**src/rtl/arbitro_memoria_dados.sv**
```systemverilog
`default_nettype none
// ============================================================================
// Module      : arbitro_memoria_dados
// Description : Two-port arbiter (CPU fixed priority, I/O anti-starvation)
//               in front of a single-port data memory; 1-cycle responses.
// Revision    : 1.0 - initial release
// ============================================================================
module arbitro_memoria_dados #(
    parameter int MEM_SIZE   = 150,
    parameter int MAX_ESPERA = 4
) (
    input  logic        clock,
    input  logic        reset,
    input  logic        cpu_req,
    input  logic        cpu_we,
    input  logic [31:0] cpu_endereco,
    input  logic [31:0] cpu_dado,
    output logic        cpu_grant,
    output logic        cpu_valido,
    output logic [31:0] cpu_lido,
    input  logic        es_req,
    input  logic        es_we,
    input  logic [31:0] es_endereco,
    input  logic [31:0] es_dado,
    output logic        es_grant,
    output logic        es_valido,
    output logic [31:0] es_lido,
    output logic        erro_endereco,
    output logic [31:0] mem_endereco,
    output logic        mem_memWrite,
    output logic [31:0] mem_dado_Escrito,
    input  logic [31:0] mem_dado_Lido
);

    // One-hot owner encoding so each valido is a direct flop output.
    typedef enum logic [1:0] {
        NENHUM   = 2'b00,
        DONO_CPU = 2'b01,
        DONO_ES  = 2'b10
    } dono_t;

    localparam logic [3:0]  C_CNT_MAX  = 4'd15;
    localparam logic [3:0]  C_LIMITE   = 4'(MAX_ESPERA);
    localparam logic [31:0] C_MEM_SIZE = 32'(MEM_SIZE);

    dono_t       r_dono;
    logic [3:0]  r_cnt_espera;
    logic [31:0] r_cpu_lido;
    logic [31:0] r_es_lido;
    logic        r_erro;

    logic        w_grant_cpu;
    logic        w_grant_es;
    logic        w_we;
    logic        w_fora;
    logic [31:0] w_endereco;
    logic [31:0] w_dado;

    always_comb begin
        w_grant_es  = 1'b0;
        w_grant_cpu = 1'b0;
        w_we        = 1'b0;
        w_endereco  = 32'd0;
        w_dado      = 32'd0;
        if (!reset) begin
            w_grant_es  = es_req && ((r_cnt_espera >= C_LIMITE) || !cpu_req);
            w_grant_cpu = cpu_req && !w_grant_es;
        end
        if (w_grant_cpu) begin
            w_we       = cpu_we;
            w_endereco = cpu_endereco;
            w_dado     = cpu_dado;
        end else if (w_grant_es) begin
            w_we       = es_we;
            w_endereco = es_endereco;
            w_dado     = es_dado;
        end
        w_fora = (w_endereco >= C_MEM_SIZE);
    end

    assign cpu_grant        = w_grant_cpu;
    assign es_grant         = w_grant_es;
    assign mem_endereco     = w_endereco;
    assign mem_dado_Escrito = w_dado;
    // Grants are already blocked during reset, so this also kills writes then.
    assign mem_memWrite     = w_we && !w_fora;

    always_ff @(posedge clock) begin
        if (reset) begin
            r_dono       <= NENHUM;
            r_cnt_espera <= 4'd0;
            r_cpu_lido   <= 32'd0;
            r_es_lido    <= 32'd0;
            r_erro       <= 1'b0;
        end else begin
            if (w_grant_cpu) begin
                r_dono <= DONO_CPU;
            end else if (w_grant_es) begin
                r_dono <= DONO_ES;
            end else begin
                r_dono <= NENHUM;
            end

            r_erro <= (w_grant_cpu || w_grant_es) && w_fora;

            if (w_grant_cpu && !w_we) begin
                r_cpu_lido <= w_fora ? 32'd0 : mem_dado_Lido;
            end
            if (w_grant_es && !w_we) begin
                r_es_lido <= w_fora ? 32'd0 : mem_dado_Lido;
            end

            if (es_req && !w_grant_es) begin
                if (r_cnt_espera != C_CNT_MAX) begin
                    r_cnt_espera <= r_cnt_espera + 4'd1;
                end
            end else begin
                r_cnt_espera <= 4'd0;
            end
        end
    end

    assign cpu_valido    = r_dono[0];
    assign es_valido     = r_dono[1];
    assign cpu_lido      = r_cpu_lido;
    assign es_lido       = r_es_lido;
    assign erro_endereco = r_erro;

endmodule
`default_nettype wire

```
**config.mk**
```make
export PLATFORM = sky130hd
export DESIGN_NAME = arbitro_memoria_dados
export DESIGN_NICKNAME = d
export VERILOG_FILES = /design/src/rtl/arbitro_memoria_dados.sv
export SDC_FILE = /design/constraint.sdc
export NUM_CORES = 1
export LEC_CHECK = 0
export CORE_AREA = 2 2 116 118
export CTS_BUF_LIST = sky130_fd_sc_hd__clkbuf_8
export CTS_CLUSTER_DIAMETER = 200
export CTS_CLUSTER_SIZE = 25
export DETAILED_ROUTE_END_ITERATION = 10
export DIE_AREA = 0 0 118 120
export MAX_ROUTING_LAYER = met4
export PLACE_DENSITY = 0.79
export REMOVE_ABC_BUFFERS = 1
export SYNTH_ARGS = -nofsm -noshare
export SYNTH_HDL_FRONTEND = slang
export SYNTH_SLANG_ARGS = --single-unit
```
**constraint.sdc**
```tcl
create_clock -name clock -period 3.1 [get_ports clock]
set_clock_uncertainty 0.2 [all_clocks]
set_input_delay 0.62 -clock clock [delete_from_list [all_inputs] [get_ports clock]]
set_output_delay 0.62 -clock clock [all_outputs]
set_load 0.02 [all_outputs]
```
==> metrics.md, run 1 <==
| Metric | Value |
|---|---|
| Status | `complete, no violations` |
| Fillers | `roughly 1100` |
| Overflow after GRT | `0` |
| CP cell instances | `clkdlybuf4s50_1, nor4_1, nand4_1, o21ai_1, buf_4, o211ai_4, nor2_2, buf_6` |
| Worst skew pair latency | `between 0.3 and 0.4 ns` |
| Hold WS | `0.238 ns` |
| Least-Margin Pin Slew | `a little over 0.9 ns` |
| Ports | `300` |
| H-Tree Depth | `3` |
| Crit-path max cell delay | `between 0.4 and 0.5 ns` |
| Final WS setup | `0.0992 ns` |
| Met2 Track Usage GR | `0.425` |
| RSZ-0062 raised after global routing | `false` |
| Yosys reg bits | `71` |
| Cell Rows | `42` |
| Initial Utilization | `0.292` |
| Max-cap viol count | `0` |
| GPL Wtd Cong | `roughly 0.84` |
| Die height | `approximately 120 microns` |
| Max frequency | `333 MHz` |
| Nets | `about 910` |
| DR vias | `4514` |
| # port buffers | `approximately 300` |
| CP endpoint kind | `output pin` |
| Die extent in x | `118 microns` |
| Asr flop ratio synth | `0` |
| Vias in the first global route | `4645` |
| Max-slew violation count | `0` |
| Post-Place Worst Slack | `-0.612 ns` |
| First-pass GRT wire length | `24.4 mm` |
| Layout cells sized above 1 | `0.229` |
| Initial antenna violation count | `1` |
| Top FF cell, synth | `dfxtp_1` |
| Synth Warn # | `0` |
| Core ar. | `roughly 0.013 sq mm` |
| Maximum fanout along the worst path | `2` |
| Initial detailed-routing violation count | `approximately 230` |
| Busiest grt layer | `met2` |
| Root buffer cell | `clkbuf_8` |
| Most common cell after layout, fill and taps aside | `clkdlybuf4s50_1` |
| P per Cell Area | `336 mW/mm^2` |
| Area of the multi-input gates | `0.00201 sq mm` |
| Worst R2R Setup Slack | `roughly 0.34 ns` |
| Sinks on the clock net | `roughly 70` |
| M1 GR Usage | `0.215` |
| Count of cell types in the netlist | `28` |
| Kind of start point of the critical path | `primary input` |
| Tmin final | `between 3 and 4 ns` |
| Mapped Cells | `411` |
| R2R depth | `9` |
| ANT nets after route | `0` |
| Syn Area/Cell | `between 9 and 10 sq um` |
| Final number of hold-violating endpoints | `0` |
| Synth area leaders | `dfxtp_1, o32ai_2, a22o_1, inv_1, nand2_1` |
| Global Route met3 Usage | `0.0518` |
| Pwr Total | `2.54 mW` |
| Total GRT Usage | `0.227` |
| Clock slew at reported path FFs | `0.07 ns` |
| Synthesized area | `roughly 0.0038 sq mm` |
| Die area | `0.0142 sq mm` |
| Family with the most delay on the worst path | `buffers and inverters` |
| Cell count of the worst hold path | `1` |
| Commonest non-fill, non-tap cells in the layout | `clkdlybuf4s50_1, dfxtp_1, inv_1` |
| Vias per Instance | `between 4 and 5` |
| Total Wirelength | `around 16 mm` |
| Final setup viols | `0` |
| Largest net degree at the start of global routing | `66` |
| Maximum VDD drop | `190 uV` |
| Residual DRC count | `0` |
| Bufs and invs on worst path | `3` |
| CTS tree | `done` |
| Detailed Routing Iterations Pass 1 | `5` |
| Seq/Total Area, Yosys | `0.375` |
| Beginning of the worst hold path | `r_cnt_espera[0]$_SDFFE_PP0P_` |
| Hpwl dp | `about 13 mm` |
| Min-Delay Path Class | `register to register` |
| Static Leak | `around 2.9 nW` |
| Final worst-path cycle share | `0.968` |
| Post-synth EDFFs | `0` |
| Total CTS buffers | `9` |
| CP Class | `primary input to output pin` |
| Req. time, crit path | `approximately 2.3 ns` |
| Worst R2R End | `cpu_lido[8]$_SDFFE_PP0P_` |
| Rel. slew slack | `0.396` |
| Top cell type's share of synthesized area | `0.375` |
| Synth area leader | `dfxtp_1` |
| FF/Latch Area | `0.00142 sq mm` |
| Routed len/inst | `17.7 microns` |
| Clk buf depth | `2` |
| Hold Path Sink | `r_cnt_espera[0]$_SDFFE_PP0P_` |
| Critical Path AT | `around 2.2 ns` |
| Critical R2R Launch | `r_cnt_espera[3]$_SDFFE_PP0P_` |
| Area growth from synthesis to layout | `99.2%` |
| CP max-delay cell | `clkdlybuf4s50_1` |
[Yosys cell counts (2+ instances only)]
cell / instances
buf_1: 2
o21ai_1: 3
buf_6: 6
a22o_1: 62
nor2b_1: 2
clkbuf_1: 29
nand2_1: 67
nor2_1: 5
inv_2: 2
inv_1: 67
buf_2: 3
o32ai_1: 24
o32ai_2: 40
nand4_1: 2
and2_1: 2
nor4_1: 12
dfxtp_1: 71
a22o_4: 2
[cell families after synthesis]
| family | synth area share |
|---|---|
| AO/OA/AOI/OAI | 0.396 |
| adder cells (fa/ha/maj) | 0.00330 |
| buffers and inverters | 0.121 |
| flip-flops | 0.375 |
| other | 0.000988 |
| AND/OR/NAND/NOR | 0.104 |
[flip-flops by register name, indices dropped and copies added, names as in the netlist]
name / cells
cpu_lido: 32
r_dono: 2
erro_endereco: 1
r_cnt_espera: 4
es_lido: 32
[report_power, final]
group          leakage, nW  total, mW  internal [mW]  switching, mW
clock network       0.0940      0.711          0.382          0.330
registers            0.578      0.969          0.951         0.0189
logic                 2.20      0.861          0.466          0.395
[repair_timing]
action                     4_1_cts  5_1_grt
resized for setup              166       18
setup endpoints to repair      127      125
pin swaps                        2        8
setup buffers                    0        4
hold buffers                     0        0
[routing by layer]
layer,vias to the layer above,routed length (microns)
li1,2159,-
met1,2100,5500
met2,213,8940
met3,42,1110
met4,0,695
met5,-,0
[through the flow]
step / cell area, sq um / instances / utilization / TNS [ns]
2_1_floorplan: 3590 / 371 / - / -101.68
3_3_place_gp: 7270 / 900 / 0.560 / -46.16
3_5_place_dp: 7270 / 900 / 0.560 / -53.20
4_1_cts: 7450 / 914 / 0.574 / -0.158
5_1_grt: 7560 / 919 / 0.582 / 0
6_report: 7560 / 919 / 0.582 / 0
[how the worst max path moves through the flow]
| stage | startpoint | endpoint | slack (ns) | cells after the start |
|---|---|---|---|---|
| floorplan | reset | mem_memWrite | -2.22 | 6 |
| finish | es_endereco[30] | mem_memWrite | 0.1 | 8 |
| detailed placement | cpu_req | mem_memWrite | -0.61 | 10 |
| CTS | cpu_req | mem_memWrite | -0.13 | 10 |
| global placement | cpu_req | mem_memWrite | -0.57 | 10 |
| global route | cpu_endereco[30] | mem_memWrite | 0.03 | 8 |
[area by class of cell]
class | instances | share of cell area
timing repair buffer | 357 | 0.456
multi-input combinational | 231 | 0.266
sequential | 71 | 0.188
inverter | 69 | 0.0356
tap | 176 | 0.0291
clock buffer | 10 | 0.0182
clock inverter | 4 | 0.00629
antenna | 1 | 0.000331
Power figures use the tool's default switching activity.
==> run 2, diff against run 1 <==
- CORE_AREA: 2 2 116 118 -> 4 4 114 116
- PLACE_DENSITY: 0.79 -> 0.78
==> metrics.md, run 2 (synthesis gave the netlist of run 1 again) <==
| Metric | Value |
|---|---|
| Fillers | `992 (was 1138)` |
| Max-cap viol count | `0 (unchanged)` |
| Placed Cells incl. Taps | `879 (was 900)` |
| Kind of start point of the critical path | `primary input (unchanged)` |
| P per Cell Area | `329 mW/mm^2 (was 336 mW/mm^2)` |
| DR vias | `4594 (was 4514)` |
| CTS tree | `done (unchanged)` |
| Final setup viols | `0 (unchanged)` |
| Req. time, crit path | `2.28 ns (about the same)` |
| Met3 wire length | `1.18 mm (was 1.11 mm)` |
| Overflow after GRT | `0 (unchanged)` |
| Static Leak | `2.91 nW (was 2.87 nW)` |
| Vias per Instance | `5.13 (was 4.91)` |
| Most used cell, CP | `buf_4` |
| Max frequency | `327 MHz (was 333 MHz)` |
| Non-Filler Instances | `895 (was 919)` |
| Cell count of the worst hold path | `1 (unchanged)` |
| Least-Margin Pin Slew | `0.908 ns (was 0.907 ns)` |
| Critical Path AT | `2.24 ns (was 2.18 ns)` |
| R2R depth | `9 (unchanged)` |
| Nets | `911 (was 906)` |
| CP Class | `primary input to output pin (unchanged)` |
| Residual DRC count | `0 (unchanged)` |
| Sinks on the clock net | `71 (unchanged)` |
| Clock power share | `0.256 (was 0.280)` |
| ANT nets after route | `0 (unchanged)` |
| Initial detailed-routing violation count | `336 (was 228)` |
| Ports | `300 (unchanged)` |
| Commonest non-fill, non-tap cells in the layout | `clkdlybuf4s50_1, dfxtp_1, inv_1 (unchanged)` |
| Critical Path Stages | `8 (unchanged)` |
| Vias in the first global route | `4809 (was 4645)` |
| Highest Signal Layer | `met4 (unchanged)` |
| Combinational share of power | `0.352 (was 0.339)` |
| GPL Wtd Cong | `1.00 (was 0.842)` |
| Hold Path Sink | `r_cnt_espera[0]$_SDFFE_PP0P_ (unchanged)` |
| H-Tree Depth | `3 (unchanged)` |
| Status | `complete, no violations (unchanged)` |
| Total CTS buffers | `9 (unchanged)` |
| Clk buf depth | `2 (unchanged)` |
| Final number of hold-violating endpoints | `0 (unchanged)` |
| CP endpoint kind | `output pin (unchanged)` |
| Bufs and invs on worst path | `3 (unchanged)` |
| FF/Latch Area | `0.00142 sq mm (unchanged)` |
| Final WS setup | `0.0394 ns (was 0.0992 ns)` |
| CP cell instances | `clkdlybuf4s50_1, nor4_4, buf_4, nand4_1, o21ai_2, o211ai_4, nor2_1, buf_4 (was clkdlybuf4s50_1, nor4_1, nand4_1, o21ai_1, buf_4, o211ai_4, nor2_2, buf_6)` |
| Post-Place Worst Slack | `-0.666 ns (was -0.612 ns)` |
| Maximum VDD drop | `162 uV (was 190 uV)` |
| Initial antenna violation count | `1 (unchanged)` |
| Core ar. | `0.0119 sq mm (was 0.0130 sq mm)` |
| # port buffers | `299 (unchanged)` |
| First-pass GRT wire length | `25.8 mm (was 24.4 mm)` |
| Initial Utilization | `0.318 (was 0.292)` |
| Post-CTS Hold Buffers | `0 (unchanged)` |
| Critical R2R Launch | `r_cnt_espera[3]$_SDFFE_PP0P_ (unchanged)` |
| Hpwl dp | `13.9 mm (was 12.8 mm)` |
| Rel. slew slack | `0.394 (was 0.396)` |
| Total Wirelength | `17.4 mm (was 16.2 mm)` |
| Metal2 WL | `9.53 mm (was 8.94 mm)` |
| Worst skew pair latency | `0.34 ns (was 0.35 ns)` |
| Clock slew at reported path FFs | `0.06 ns (was 0.07 ns)` |
| Maximum fanout along the worst path | `2 (unchanged)` |
| Beginning of the worst hold path | `r_cnt_espera[0]$_SDFFE_PP0P_ (unchanged)` |
| Total GRT Usage | `0.239 (was 0.227)` |
| Cell Rows | `40 (was 42)` |
| Die height | `120 microns (unchanged)` |
| Final worst-path cycle share | `0.987 (was 0.968)` |
| Area growth from synthesis to layout | `98.7% (was 99.2%)` |
| Largest net degree at the start of global routing | `66 (unchanged)` |
| Worst R2R End | `cpu_lido[3]$_SDFFE_PP0P_ (was cpu_lido[8]$_SDFFE_PP0P_)` |
| Family with the most delay on the worst path | `buffers and inverters (unchanged)` |
| Tmin final | `3.06 ns (was 3.00 ns)` |
| Routed len/inst | `19.4 microns (was 17.7 microns)` |
| Pwr Total | `2.48 mW (was 2.54 mW)` |
| Most common cell after layout, fill and taps aside | `clkdlybuf4s50_1 (unchanged)` |
| WL met1 | `5.94 mm (was 5.50 mm)` |
| Detailed Routing Iterations Pass 1 | `4 (was 5)` |
| Worst R2R Setup Slack | `0.33 ns (was 0.34 ns)` |
| Sw frac | `0.299 (was 0.293)` |
| Min-Delay Path Class | `register to register (unchanged)` |
| Die area | `0.0142 sq mm (unchanged)` |
| Cell Int Power | `1.74 mW (was 1.80 mW)` |
| Crit-path max cell delay | `0.47 ns (was 0.45 ns)` |
| Area of the multi-input gates | `0.00205 sq mm (was 0.00201 sq mm)` |
| Register share of total power | `0.391 (was 0.381)` |
| Die extent in x | `118 microns (unchanged)` |
| Layout cells sized above 1 | `0.246 (was 0.229)` |
| Max-slew violation count | `0 (unchanged)` |
| Root buffer cell | `clkbuf_8 (unchanged)` |
| CP max-delay cell | `clkdlybuf4s50_1 (unchanged)` |
| Net Sw Power | `0.742 mW (was 0.744 mW)` |
| Hold WS | `0.235 ns (was 0.238 ns)` |
==> run 2: changes by cell type in the layout (fill, tap and decap cells not counted), sizes merged <==
cell           delta
buf              +17
clkdlybuf4s50     -2
inv               +2
clkinvlp          -1
bufbuf            +1
dlygate4sd2      -10
clkinv            -1
clkdlybuf4s15     -3
clkbuf            +1
bufinv            -1
dlymetal6s2s      +2
==> run 2: repair_timing <==
action,4_1_cts,5_1_grt
setup endpoints to repair,129,126
resized for setup,205,20
pin swaps,0,12
cloned,1,0
buffers inserted,0,0
==> run 2: layout make-up <==
class | count | share of cell area
Antenna cell | 1 | 0.000332
Clock buffer | 11 | 0.0201
Clock inverter | 3 | 0.00166
Inverter | 69 | 0.0350
Multi-Input combinational cell | 231 | 0.271
Sequential cell | 71 | 0.189
Tap cell | 147 | 0.0244
Timing Repair Buffer | 362 | 0.459
==> run 2: per-layer routing <==
metal  vias to the layer above  track usage
met4                         0        0.108
met3                        48       0.0598
li1                       2170            -
met5                         -            -
met1                      2161        0.229
met2                       215        0.451
==> run 2: how the worst max path moves through the flow <==
stage	from	end	slack, ns
6_report	es_endereco[22]	mem_memWrite	0.04
5_1_grt	es_endereco[22]	mem_memWrite	-0.06
4_1_cts	es_req	mem_memWrite	-0.16
3_5_place_dp	es_req	mem_memWrite	-0.67
3_3_place_gp	es_endereco[9]	mem_memWrite	-0.65
2_1_floorplan	reset	mem_memWrite	-2.22
==> run 2: per-stage QoR <==
step / utilization / cell area [sq um] / setup TNS [ns]
after floorplan: - / 3590 / -101.68
after global placement: 0.611 / 7280 / -45.78
after detailed placement: 0.611 / 7280 / -51.26
after CTS: 0.625 / 7450 / -1.59
after global routing: 0.633 / 7540 / -0.0567
final: 0.633 / 7540 / 0
==> run 2: power groups by stage <==
stage	sequential (mW)	combinational, mW	clock [mW]
floorplan	1.03	0.276	0
global placement	0.989	0.868	0
detailed placement	0.991	0.881	0
CTS	0.971	0.869	0.655
global route	0.974	0.918	0.682
finish	0.970	0.874	0.636
